**src/rtl/load_store_unit_pkg.sv**
```systemverilog
// Shared definitions for the load/store unit.
// - Memory status codes, which the unit both passes through and generates locally.
// - Access-size encodings.
// - Memory depth.
// - FSM state type.
// - Local request check helper.
package load_store_unit_pkg;

    // Memory status codes (mirrors the memory block's status register)
    localparam logic [1:0] MEMORY_STATE_SUCCESS       = 2'd0;
    localparam logic [1:0] MEMORY_STATE_OUT_OF_BOUNDS = 2'd1;
    localparam logic [1:0] MEMORY_STATE_ALIGNMENT     = 2'd2;
    localparam logic [1:0] MEMORY_STATE_ERROR         = 2'd3;

    // Access sizes
    localparam logic [1:0] LSU_SIZE_BYTE    = 2'b00;
    localparam logic [1:0] LSU_SIZE_HALF    = 2'b01;
    localparam logic [1:0] LSU_SIZE_WORD    = 2'b10;
    localparam logic [1:0] LSU_SIZE_ILLEGAL = 2'b11;

    localparam int MEMORY_SIZE_WORDS = 256;

    typedef enum logic [1:0] {
        ST_IDLE  = 2'd0,
        ST_ISSUE = 2'd1,
        ST_RESP  = 2'd2,
        ST_ERR   = 2'd3
    } lsu_state_t;

    // Local rejection.
    // - Priority order: illegal size, then misalignment, then below-base.
    function automatic logic [1:0] lsu_local_check(input logic [1:0] size,
                                                   input logic [1:0] off,
                                                   input logic       below_base);
        logic [1:0] code;
        code = MEMORY_STATE_SUCCESS;
        if (size == LSU_SIZE_ILLEGAL)
            code = MEMORY_STATE_ALIGNMENT;
        else if ((size == LSU_SIZE_HALF && off[0]) || (size == LSU_SIZE_WORD && off != 2'b00))
            code = MEMORY_STATE_ALIGNMENT;
        else if (below_base)
            code = MEMORY_STATE_OUT_OF_BOUNDS;
        return code;
    endfunction

endpackage

```
**src/rtl/load_store_unit_if.sv**
```systemverilog
// Request/response/memory bus of the load/store unit.
// Signal groups:
// - req_*: request handshake from the execute stage.
// - rsp_*: response back to the execute stage.
// - mem_*: word-addressed BRAM access.
// Modports:
// - slave: the load/store unit itself.
// - master: the environment (core + memory).
interface load_store_unit_if;
    logic        req_valid;
    logic        req_ready;
    logic        req_we;
    logic [31:0] req_addr;
    logic [1:0]  req_size;
    logic        req_unsigned;
    logic [31:0] req_wdata;

    logic        rsp_valid;
    logic [31:0] rsp_rdata;
    logic        rsp_err;
    logic [1:0]  rsp_code;

    logic        mem_r_en;
    logic        mem_w_en;
    logic [31:0] mem_r_addr;
    logic [31:0] mem_w_addr;
    logic [31:0] mem_w_data;
    logic [3:0]  mem_w_strb;
    logic [31:0] mem_r_data;
    logic [1:0]  mem_state;

    modport slave (
        input  req_valid, req_we, req_addr, req_size, req_unsigned, req_wdata,
        output req_ready,
        output rsp_valid, rsp_rdata, rsp_err, rsp_code,
        output mem_r_en, mem_w_en, mem_r_addr, mem_w_addr, mem_w_data, mem_w_strb,
        input  mem_r_data, mem_state
    );

    modport master (
        output req_valid, req_we, req_addr, req_size, req_unsigned, req_wdata,
        input  req_ready,
        input  rsp_valid, rsp_rdata, rsp_err, rsp_code,
        input  mem_r_en, mem_w_en, mem_r_addr, mem_w_addr, mem_w_data, mem_w_strb,
        output mem_r_data, mem_state
    );
endinterface

```
**src/rtl/lsu_lane_align.sv**
```systemverilog
// Byte-lane steering for sub-word accesses (purely combinational).
// Ports:
// - i_size, i_off, i_unsigned: access size, byte offset within word, zero-extend flag.
// - i_wdata: right-justified store data.
// - i_rdata: full memory read word.
// - o_strb: byte strobe.
// - o_wdata: lane-replicated store data.
// - o_rdata: selected lane, sign/zero extended.
module lsu_lane_align
    import load_store_unit_pkg::*;
(
    input  logic [1:0]  i_size,
    input  logic [1:0]  i_off,
    input  logic        i_unsigned,
    input  logic [31:0] i_wdata,
    input  logic [31:0] i_rdata,
    output logic [3:0]  o_strb,
    output logic [31:0] o_wdata,
    output logic [31:0] o_rdata
);
    logic [31:0] w_shifted;

    // Bring the addressed lane down to bit 0
    assign w_shifted = i_rdata >> {i_off, 3'b000};

    always_comb begin
        o_strb  = 4'b0000;
        o_wdata = 32'h0;
        o_rdata = 32'h0;
        case (i_size)
            LSU_SIZE_BYTE: begin
                o_strb  = 4'b0001 << i_off;
                o_wdata = {4{i_wdata[7:0]}};
                o_rdata = i_unsigned ? {24'h0, w_shifted[7:0]}
                                     : {{24{w_shifted[7]}}, w_shifted[7:0]};
            end
            LSU_SIZE_HALF: begin
                o_strb  = 4'b0011 << i_off;
                o_wdata = {2{i_wdata[15:0]}};
                o_rdata = i_unsigned ? {16'h0, w_shifted[15:0]}
                                     : {{16{w_shifted[15]}}, w_shifted[15:0]};
            end
            LSU_SIZE_WORD: begin
                o_strb  = 4'b1111;
                o_wdata = i_wdata;
                o_rdata = i_rdata;
            end
            default: ;
        endcase
    end
endmodule

```
**src/rtl/load_store_unit.sv**
```systemverilog
// Load/store unit: adapts execute-stage byte/half/word requests to single aligned word
// accesses on the BRAM, and returns extended load data plus the memory status code.
// Misaligned, illegal-size and below-base requests are answered locally.
// Ports:
// - i_clk, i_rst: clock, synchronous active-high reset.
// - i_clk_enable: run enable shared with memory; low freezes the block.
// - bus: request/response/memory bus (slave modport).
module load_store_unit
    import load_store_unit_pkg::*;
#(
    parameter string       NAME      = "",
    parameter logic [31:0] BASE_ADDR = 32'h0000_0000
) (
    input  logic              i_clk,
    input  logic              i_rst,
    input  logic              i_clk_enable,
    load_store_unit_if.slave  bus
);
    lsu_state_t  r_state, w_next;

    logic        r_we;
    logic [1:0]  r_size;
    logic [1:0]  r_off;
    logic        r_unsigned;
    logic [31:0] r_addr;
    logic [31:0] r_wdata;
    logic [1:0]  r_code;

    logic [31:0] w_off_addr;
    logic [1:0]  w_local_code;
    logic        w_local_err;
    logic        w_accept;
    logic        w_issue;
    logic [3:0]  w_strb;
    logic [31:0] w_wdata;
    logic [31:0] w_rdata;

    assign w_off_addr   = bus.req_addr - BASE_ADDR;
    assign w_local_code = lsu_local_check(bus.req_size, w_off_addr[1:0], bus.req_addr < BASE_ADDR);
    assign w_local_err  = (w_local_code != MEMORY_STATE_SUCCESS);

    assign bus.req_ready = i_clk_enable && !i_rst && (r_state == ST_IDLE || r_state == ST_RESP);
    assign w_accept      = bus.req_valid && bus.req_ready;

    lsu_lane_align u_align (
        .i_size     (r_size),
        .i_off      (r_off),
        .i_unsigned (r_unsigned),
        .i_wdata    (r_wdata),
        .i_rdata    (bus.mem_r_data),
        .o_strb     (w_strb),
        .o_wdata    (w_wdata),
        .o_rdata    (w_rdata)
    );

    always_ff @(posedge i_clk) begin
        if (i_rst) begin
            r_state    <= ST_IDLE;
            r_we       <= 1'b0;
            r_size     <= LSU_SIZE_BYTE;
            r_off      <= 2'b00;
            r_unsigned <= 1'b0;
            r_addr     <= 32'h0;
            r_wdata    <= 32'h0;
            r_code     <= MEMORY_STATE_SUCCESS;
        end else if (i_clk_enable) begin
            r_state <= w_next;
            if (w_accept) begin
                r_we       <= bus.req_we;
                r_size     <= bus.req_size;
                r_off      <= w_off_addr[1:0];
                r_unsigned <= bus.req_unsigned;
                r_addr     <= {w_off_addr[31:2], 2'b00};
                r_wdata    <= bus.req_wdata;
                r_code     <= w_local_code;
            end
        end
    end

    always_comb begin
        w_next = r_state;
        case (r_state)
            ST_IDLE:  if (w_accept) w_next = w_local_err ? ST_ERR : ST_ISSUE;
            ST_ISSUE: w_next = ST_RESP;
            ST_RESP:  w_next = w_accept ? (w_local_err ? ST_ERR : ST_ISSUE) : ST_IDLE;
            ST_ERR:   w_next = ST_IDLE;
            default:  w_next = ST_IDLE;
        endcase
    end

    // A frozen ISSUE drives nothing so the access happens exactly once, on the first enabled cycle
    assign w_issue = (r_state == ST_ISSUE) && i_clk_enable;

    always_comb begin
        bus.mem_r_en   = w_issue && !r_we;
        bus.mem_w_en   = w_issue && r_we;
        bus.mem_r_addr = (w_issue && !r_we) ? r_addr : 32'h0;
        bus.mem_w_addr = (w_issue && r_we) ? r_addr : 32'h0;
        bus.mem_w_strb = (w_issue && r_we) ? w_strb : 4'h0;
        bus.mem_w_data = (w_issue && r_we) ? w_wdata : 32'h0;
    end

    // mem_state is sticky, so it is only looked at in RESP
    always_comb begin
        bus.rsp_valid = 1'b0;
        bus.rsp_code  = MEMORY_STATE_SUCCESS;
        bus.rsp_rdata = 32'h0;
        if (i_clk_enable && r_state == ST_RESP) begin
            bus.rsp_valid = 1'b1;
            bus.rsp_code  = bus.mem_state;
            if (!r_we && bus.mem_state == MEMORY_STATE_SUCCESS)
                bus.rsp_rdata = w_rdata;
        end else if (i_clk_enable && r_state == ST_ERR) begin
            bus.rsp_valid = 1'b1;
            bus.rsp_code  = r_code;
        end
        bus.rsp_err = (bus.rsp_code != MEMORY_STATE_SUCCESS);
    end

    a_one_enable: assert property (@(posedge i_clk) !(bus.mem_r_en && bus.mem_w_en))
        else $error("%s: both memory enables high", NAME);

endmodule

```
**src/flat_wrapper.sv**
```systemverilog
// flat-port wrapper written by rule: the top's interface ports become plain ports
module load_store_unit_flat import load_store_unit_pkg::*;
#(
    parameter string       NAME      = "",
    parameter logic [31:0] BASE_ADDR = 32'h0000_0000
)
  (i_clk, i_rst, i_clk_enable, bus_req_valid, bus_req_we, bus_req_addr, bus_req_size, bus_req_unsigned, bus_req_wdata, bus_req_ready, bus_rsp_valid, bus_rsp_rdata, bus_rsp_err, bus_rsp_code, bus_mem_r_en, bus_mem_w_en, bus_mem_r_addr, bus_mem_w_addr, bus_mem_w_data, bus_mem_w_strb, bus_mem_r_data, bus_mem_state);
  load_store_unit_if bus_i ();
  input  logic i_clk;
  input  logic i_rst;
  input  logic i_clk_enable;
  input wire logic [$bits(bus_i.req_valid)-1:0] bus_req_valid;
  input wire logic [$bits(bus_i.req_we)-1:0] bus_req_we;
  input wire logic [$bits(bus_i.req_addr)-1:0] bus_req_addr;
  input wire logic [$bits(bus_i.req_size)-1:0] bus_req_size;
  input wire logic [$bits(bus_i.req_unsigned)-1:0] bus_req_unsigned;
  input wire logic [$bits(bus_i.req_wdata)-1:0] bus_req_wdata;
  output wire logic [$bits(bus_i.req_ready)-1:0] bus_req_ready;
  output wire logic [$bits(bus_i.rsp_valid)-1:0] bus_rsp_valid;
  output wire logic [$bits(bus_i.rsp_rdata)-1:0] bus_rsp_rdata;
  output wire logic [$bits(bus_i.rsp_err)-1:0] bus_rsp_err;
  output wire logic [$bits(bus_i.rsp_code)-1:0] bus_rsp_code;
  output wire logic [$bits(bus_i.mem_r_en)-1:0] bus_mem_r_en;
  output wire logic [$bits(bus_i.mem_w_en)-1:0] bus_mem_w_en;
  output wire logic [$bits(bus_i.mem_r_addr)-1:0] bus_mem_r_addr;
  output wire logic [$bits(bus_i.mem_w_addr)-1:0] bus_mem_w_addr;
  output wire logic [$bits(bus_i.mem_w_data)-1:0] bus_mem_w_data;
  output wire logic [$bits(bus_i.mem_w_strb)-1:0] bus_mem_w_strb;
  input wire logic [$bits(bus_i.mem_r_data)-1:0] bus_mem_r_data;
  input wire logic [$bits(bus_i.mem_state)-1:0] bus_mem_state;
  assign bus_i.req_valid = bus_req_valid;
  assign bus_i.req_we = bus_req_we;
  assign bus_i.req_addr = bus_req_addr;
  assign bus_i.req_size = bus_req_size;
  assign bus_i.req_unsigned = bus_req_unsigned;
  assign bus_i.req_wdata = bus_req_wdata;
  assign bus_req_ready = bus_i.req_ready;
  assign bus_rsp_valid = bus_i.rsp_valid;
  assign bus_rsp_rdata = bus_i.rsp_rdata;
  assign bus_rsp_err = bus_i.rsp_err;
  assign bus_rsp_code = bus_i.rsp_code;
  assign bus_mem_r_en = bus_i.mem_r_en;
  assign bus_mem_w_en = bus_i.mem_w_en;
  assign bus_mem_r_addr = bus_i.mem_r_addr;
  assign bus_mem_w_addr = bus_i.mem_w_addr;
  assign bus_mem_w_data = bus_i.mem_w_data;
  assign bus_mem_w_strb = bus_i.mem_w_strb;
  assign bus_i.mem_r_data = bus_mem_r_data;
  assign bus_i.mem_state = bus_mem_state;
  load_store_unit #(.NAME(NAME), .BASE_ADDR(BASE_ADDR)) u_core (.i_clk(i_clk), .i_rst(i_rst), .i_clk_enable(i_clk_enable), .bus(bus_i));
endmodule
```
**config.mk**
```make
export PLATFORM = sky130hd
export DESIGN_NAME = load_store_unit_flat
export DESIGN_NICKNAME = d
export VERILOG_FILES = /design/src/rtl/load_store_unit_pkg.sv /design/src/rtl/load_store_unit_if.sv /design/src/rtl/lsu_lane_align.sv /design/src/rtl/load_store_unit.sv /design/src/flat_wrapper.sv
export SDC_FILE = /design/constraint.sdc
export NUM_CORES = 1
export LEC_CHECK = 0
export ABC_AREA = 1
export BUFFER_PORTS_ARGS = -buffer_cell sky130_fd_sc_hd__buf_2
export CAP_MARGIN = 20
export CORE_MARGIN = 5
export CORE_UTILIZATION = 43
export CTS_CLUSTER_DIAMETER = 80
export DETAILED_ROUTE_END_ITERATION = 10
export PLACE_DENSITY = 0.75
export SETUP_SLACK_MARGIN = 0.3
export SLEW_MARGIN = 20
export SYNTH_ARGS = -nofsm -noshare
export SYNTH_HDL_FRONTEND = slang
export SYNTH_SLANG_ARGS = --single-unit
```
**constraint.sdc**
```tcl
create_clock -name i_clk -period 4.9 [get_ports i_clk]
set_clock_uncertainty 0.1 [all_clocks]
set_input_delay 0.98 -clock i_clk [delete_from_list [all_inputs] [get_ports i_clk]]
set_output_delay 0.98 -clock i_clk [all_outputs]
set_load 0.005 [all_outputs]
```
==> results.sh <==
export IMPL_coreArea_um2=10300
export IMPL_antenna_found_initial=2
export IMPL_cts_hold_buf=0
export IMPL_finalSetupTns_ns=0
export IMPL_cts_resized=0
export IMPL_yosysTopAreaCellShare_pct=31.5
export IMPL_synthesis_area_um2=4520
export IMPL_synth_warnings=0
export IMPL_muxShareOfSynthArea_pct=0
export IMPL_drt_iter0_drc=406
export IMPL_power_frac_seq_pct=43.4
export IMPL_timing_max_cap_violations=0
export IMPL_die_w_um=112
export IMPL_synth_xor_area_share_pct=0
export IMPL_syn_to_final_growth_pct=30.9
export IMPL_fmax_mhz=281
export IMPL_grt_max_degree=82
export IMPL_cts_tree="yes"
export IMPL_slew_headroom_pct=31.3
export IMPL_synth_edf_count=0
export IMPL_htree_levels=3
export IMPL_cts_buffers=9
export IMPL_synth_main_ff_cell="dfxtp_1"
export IMPL_grt_pass1_vias=4952
export IMPL_drc=0
export IMPL_max_vdd_ir_drop_uv=181
export IMPL_p_int_uw=1050
export IMPL_synthTopCellsByArea="dfxtp_1, nand2_1, a21oi_1, nor2_1, inv_1"
export IMPL_via_count=5390
export IMPL_grt_overflow=0
export IMPL_finalMaxSlewViolations=0
export IMPL_drt_pass1_iter_count=5
export IMPL_synth_commonest_cells="nand2_1, nor2_1, inv_1, a21oi_1, dfxtp_1"
export IMPL_avgSynthCellArea_um2=5.93
export IMPL_min_period_ns=3.56
export IMPL_rows=37
export IMPL_grtUsageTotal_pct=22.9
export IMPL_synth_top_area_cell="dfxtp_1"
export IMPL_gp_congestion=0.869
export IMPL_clk_insertion_delay_late_ns=0.33
export IMPL_post_cts_buffers=0
export IMPL_start_util_pct=43.9
export IMPL_min_period_over_period_pct=72.6
export IMPL_worstSetupEndpointType="output port"
export IMPL_clockPowerShare_pct=39.7
export IMPL_synthCells=762
export IMPL_rsz0062_at_grt="no"
export IMPL_final_antenna_net_count=0
export IMPL_clkTransAtPathRegs_ns=0.07
export IMPL_power_density_nw_per_um2=245
export IMPL_drive_above_1_share_pct=30.6
export IMPL_path_class="input port to output port"
export IMPL_drt_vias_per_instance=4.87
export IMPL_worstSetupStartpointType="input port"
export IMPL_outcome="complete, no violations"
export IMPL_hold_viol_final=0
export IMPL_grt_pass1_wl_um=24200
export IMPL_setup_viol=0
export IMPL_worstPathRequired_ns=3.82
export IMPL_n_fill_cell=1099
export IMPL_yosysMostFrequentCell="nand2_1"
export IMPL_synth_top_family_by_area="simple AND/OR/NAND/NOR gates"
export IMPL_power_uw=1450
export IMPL_synth_async_reset_ratio_pct=0
export IMPL_cp_max_fo=47
export IMPL_synthAdderAreaFrac_pct=0
export IMPL_p_leak_uw=0.00328
export IMPL_hpwl_um=11400
export IMPL_tightest_slew_ns=1.03
export IMPL_critPathArrivalTime_ns=2.48
export IMPL_clock_sinks=71
export IMPL_wire_per_inst_um=13.7
export IMPL_synth_simple_area_share_pct=37.7
export IMPL_switching_power_uw=398
export IMPL_ys_seq_area_share_pct=31.5
export IMPL_synth_compound_area_share_pct=16.7
export IMPL_clockRootBuffer="clkbuf_8"
export IMPL_p_comb_share_pct=16.8
export IMPL_nets=1072
export IMPL_hold_class="flop to flop"
export IMPL_synth_cell_types=26
export IMPL_switching_share_pct=27.5
export IMPL_portBuffers=240
export IMPL_io_pins=245
export IMPL_drt_wl_total_um=15100
export IMPL_synth_seq_cells=71
export IMPL_clockBufferDepth=2
export IMPL_design_die_area_um2=12700
export IMPL_die_height_um=112
per-stage QoR:
stage | setup slack [ns] | std cells | hold WS (ns) | utilization, % | instance area, um2
after detailed placement | 1.37 | 1091 | 0.359 | 55.1 | 5670
after global routing | 1.14 | 1107 | 0.385 | 57.5 | 5910
final | 1.34 | 1107 | 0.369 | 57.5 | 5910
after CTS | 1.36 | 1106 | 0.370 | 57.5 | 5910
after floorplan | 2.00 | 765 | 0.343 | - | 4530
after global placement | 1.41 | 1091 | 0.354 | 55.1 | 5670
critical path, stage by stage:
cell and delay, ns:
buf_2 0.12, nand2_1 0.10, nor2_2 0.42, inv_2 0.44, a21oi_1 0.25, buf_2 0.14
power groups by stage:
| stage | clock, uW | combinational [uW] | sequential (uW) |
|---|---|---|---|
| after global placement | 0 | 241 | 641 |
| after global routing | 610 | 278 | 632 |
| after CTS | 578 | 243 | 628 |
| after floorplan | 0 | 170 | 633 |
| after detailed placement | 0 | 242 | 642 |
| final | 575 | 244 | 629 |
cells in the final DEF, fill, tap and decap left out, types with 4 or more instances in the layout:
cell type / n
clkbuf_8: 10
nand3_2: 10
inv_1: 84
nand2_1: 214
nor2_4: 5
nor2_1: 97
conb_1: 4
buf_2: 240
nand3_1: 56
o21ai_0: 62
dfxtp_1: 71
inv_2: 12
o211ai_1: 6
a21oi_1: 78
kinds of logic after synthesis:
logic type / Yosys count
simple gates: 393
buf+inv: 150
compound gates: 147
flops: 71
other cells: 1
layer usage:
metal  share of wire (%)  GRT usage, %
met5               0.073             0
met3                 8.9          6.25
met2                  47          38.3
met4                 1.8          6.65
met1                  42          28.8
final timing paths:
kind	start	to	slack, ns	cells after the start
worst max-delay path	i_clk_enable	bus_mem_w_data[11]	1.34	6
worst min-delay path	u_core.r_wdata[26]$_SDFFE_PP0P_	u_core.r_wdata[26]$_SDFFE_PP0P_	0.37	2
worst max register to register	u_core.r_state[0]$_SDFFE_PP0P_	u_core.r_wdata[2]$_SDFFE_PP0P_	2.75	5
worst min register to register	u_core.r_wdata[26]$_SDFFE_PP0P_	u_core.r_wdata[26]$_SDFFE_PP0P_	0.37	2
layout make-up:
| type | instances | area [um2] | share of cell area, % |
|---|---|---|---|
| Clock buffer | 10 | 138 | 2.33 |
| Clock inverter | 5 | 106 | 1.80 |
| Timing Repair Buffer | 243 | 1220 | 20.7 |
| Multi-Input combinational cell | 544 | 2480 | 42.0 |
| Inverter | 97 | 367 | 6.20 |
| Sequential cell | 71 | 1420 | 24.0 |
| Tap cell | 136 | 170 | 2.88 |
| Antenna cell | 1 | 2.50 | 0.0423 |
flip-flops by register name, summed over array words and instances (netlist names):
signal             cells
u_core.r_unsigned      1
u_core.r_off           2
u_core.r_addr         30
u_core.r_we            1
u_core.r_wdata        32
u_core.r_state         2
u_core.r_code          1
u_core.r_size          2
Power figures use the tool's default switching activity.
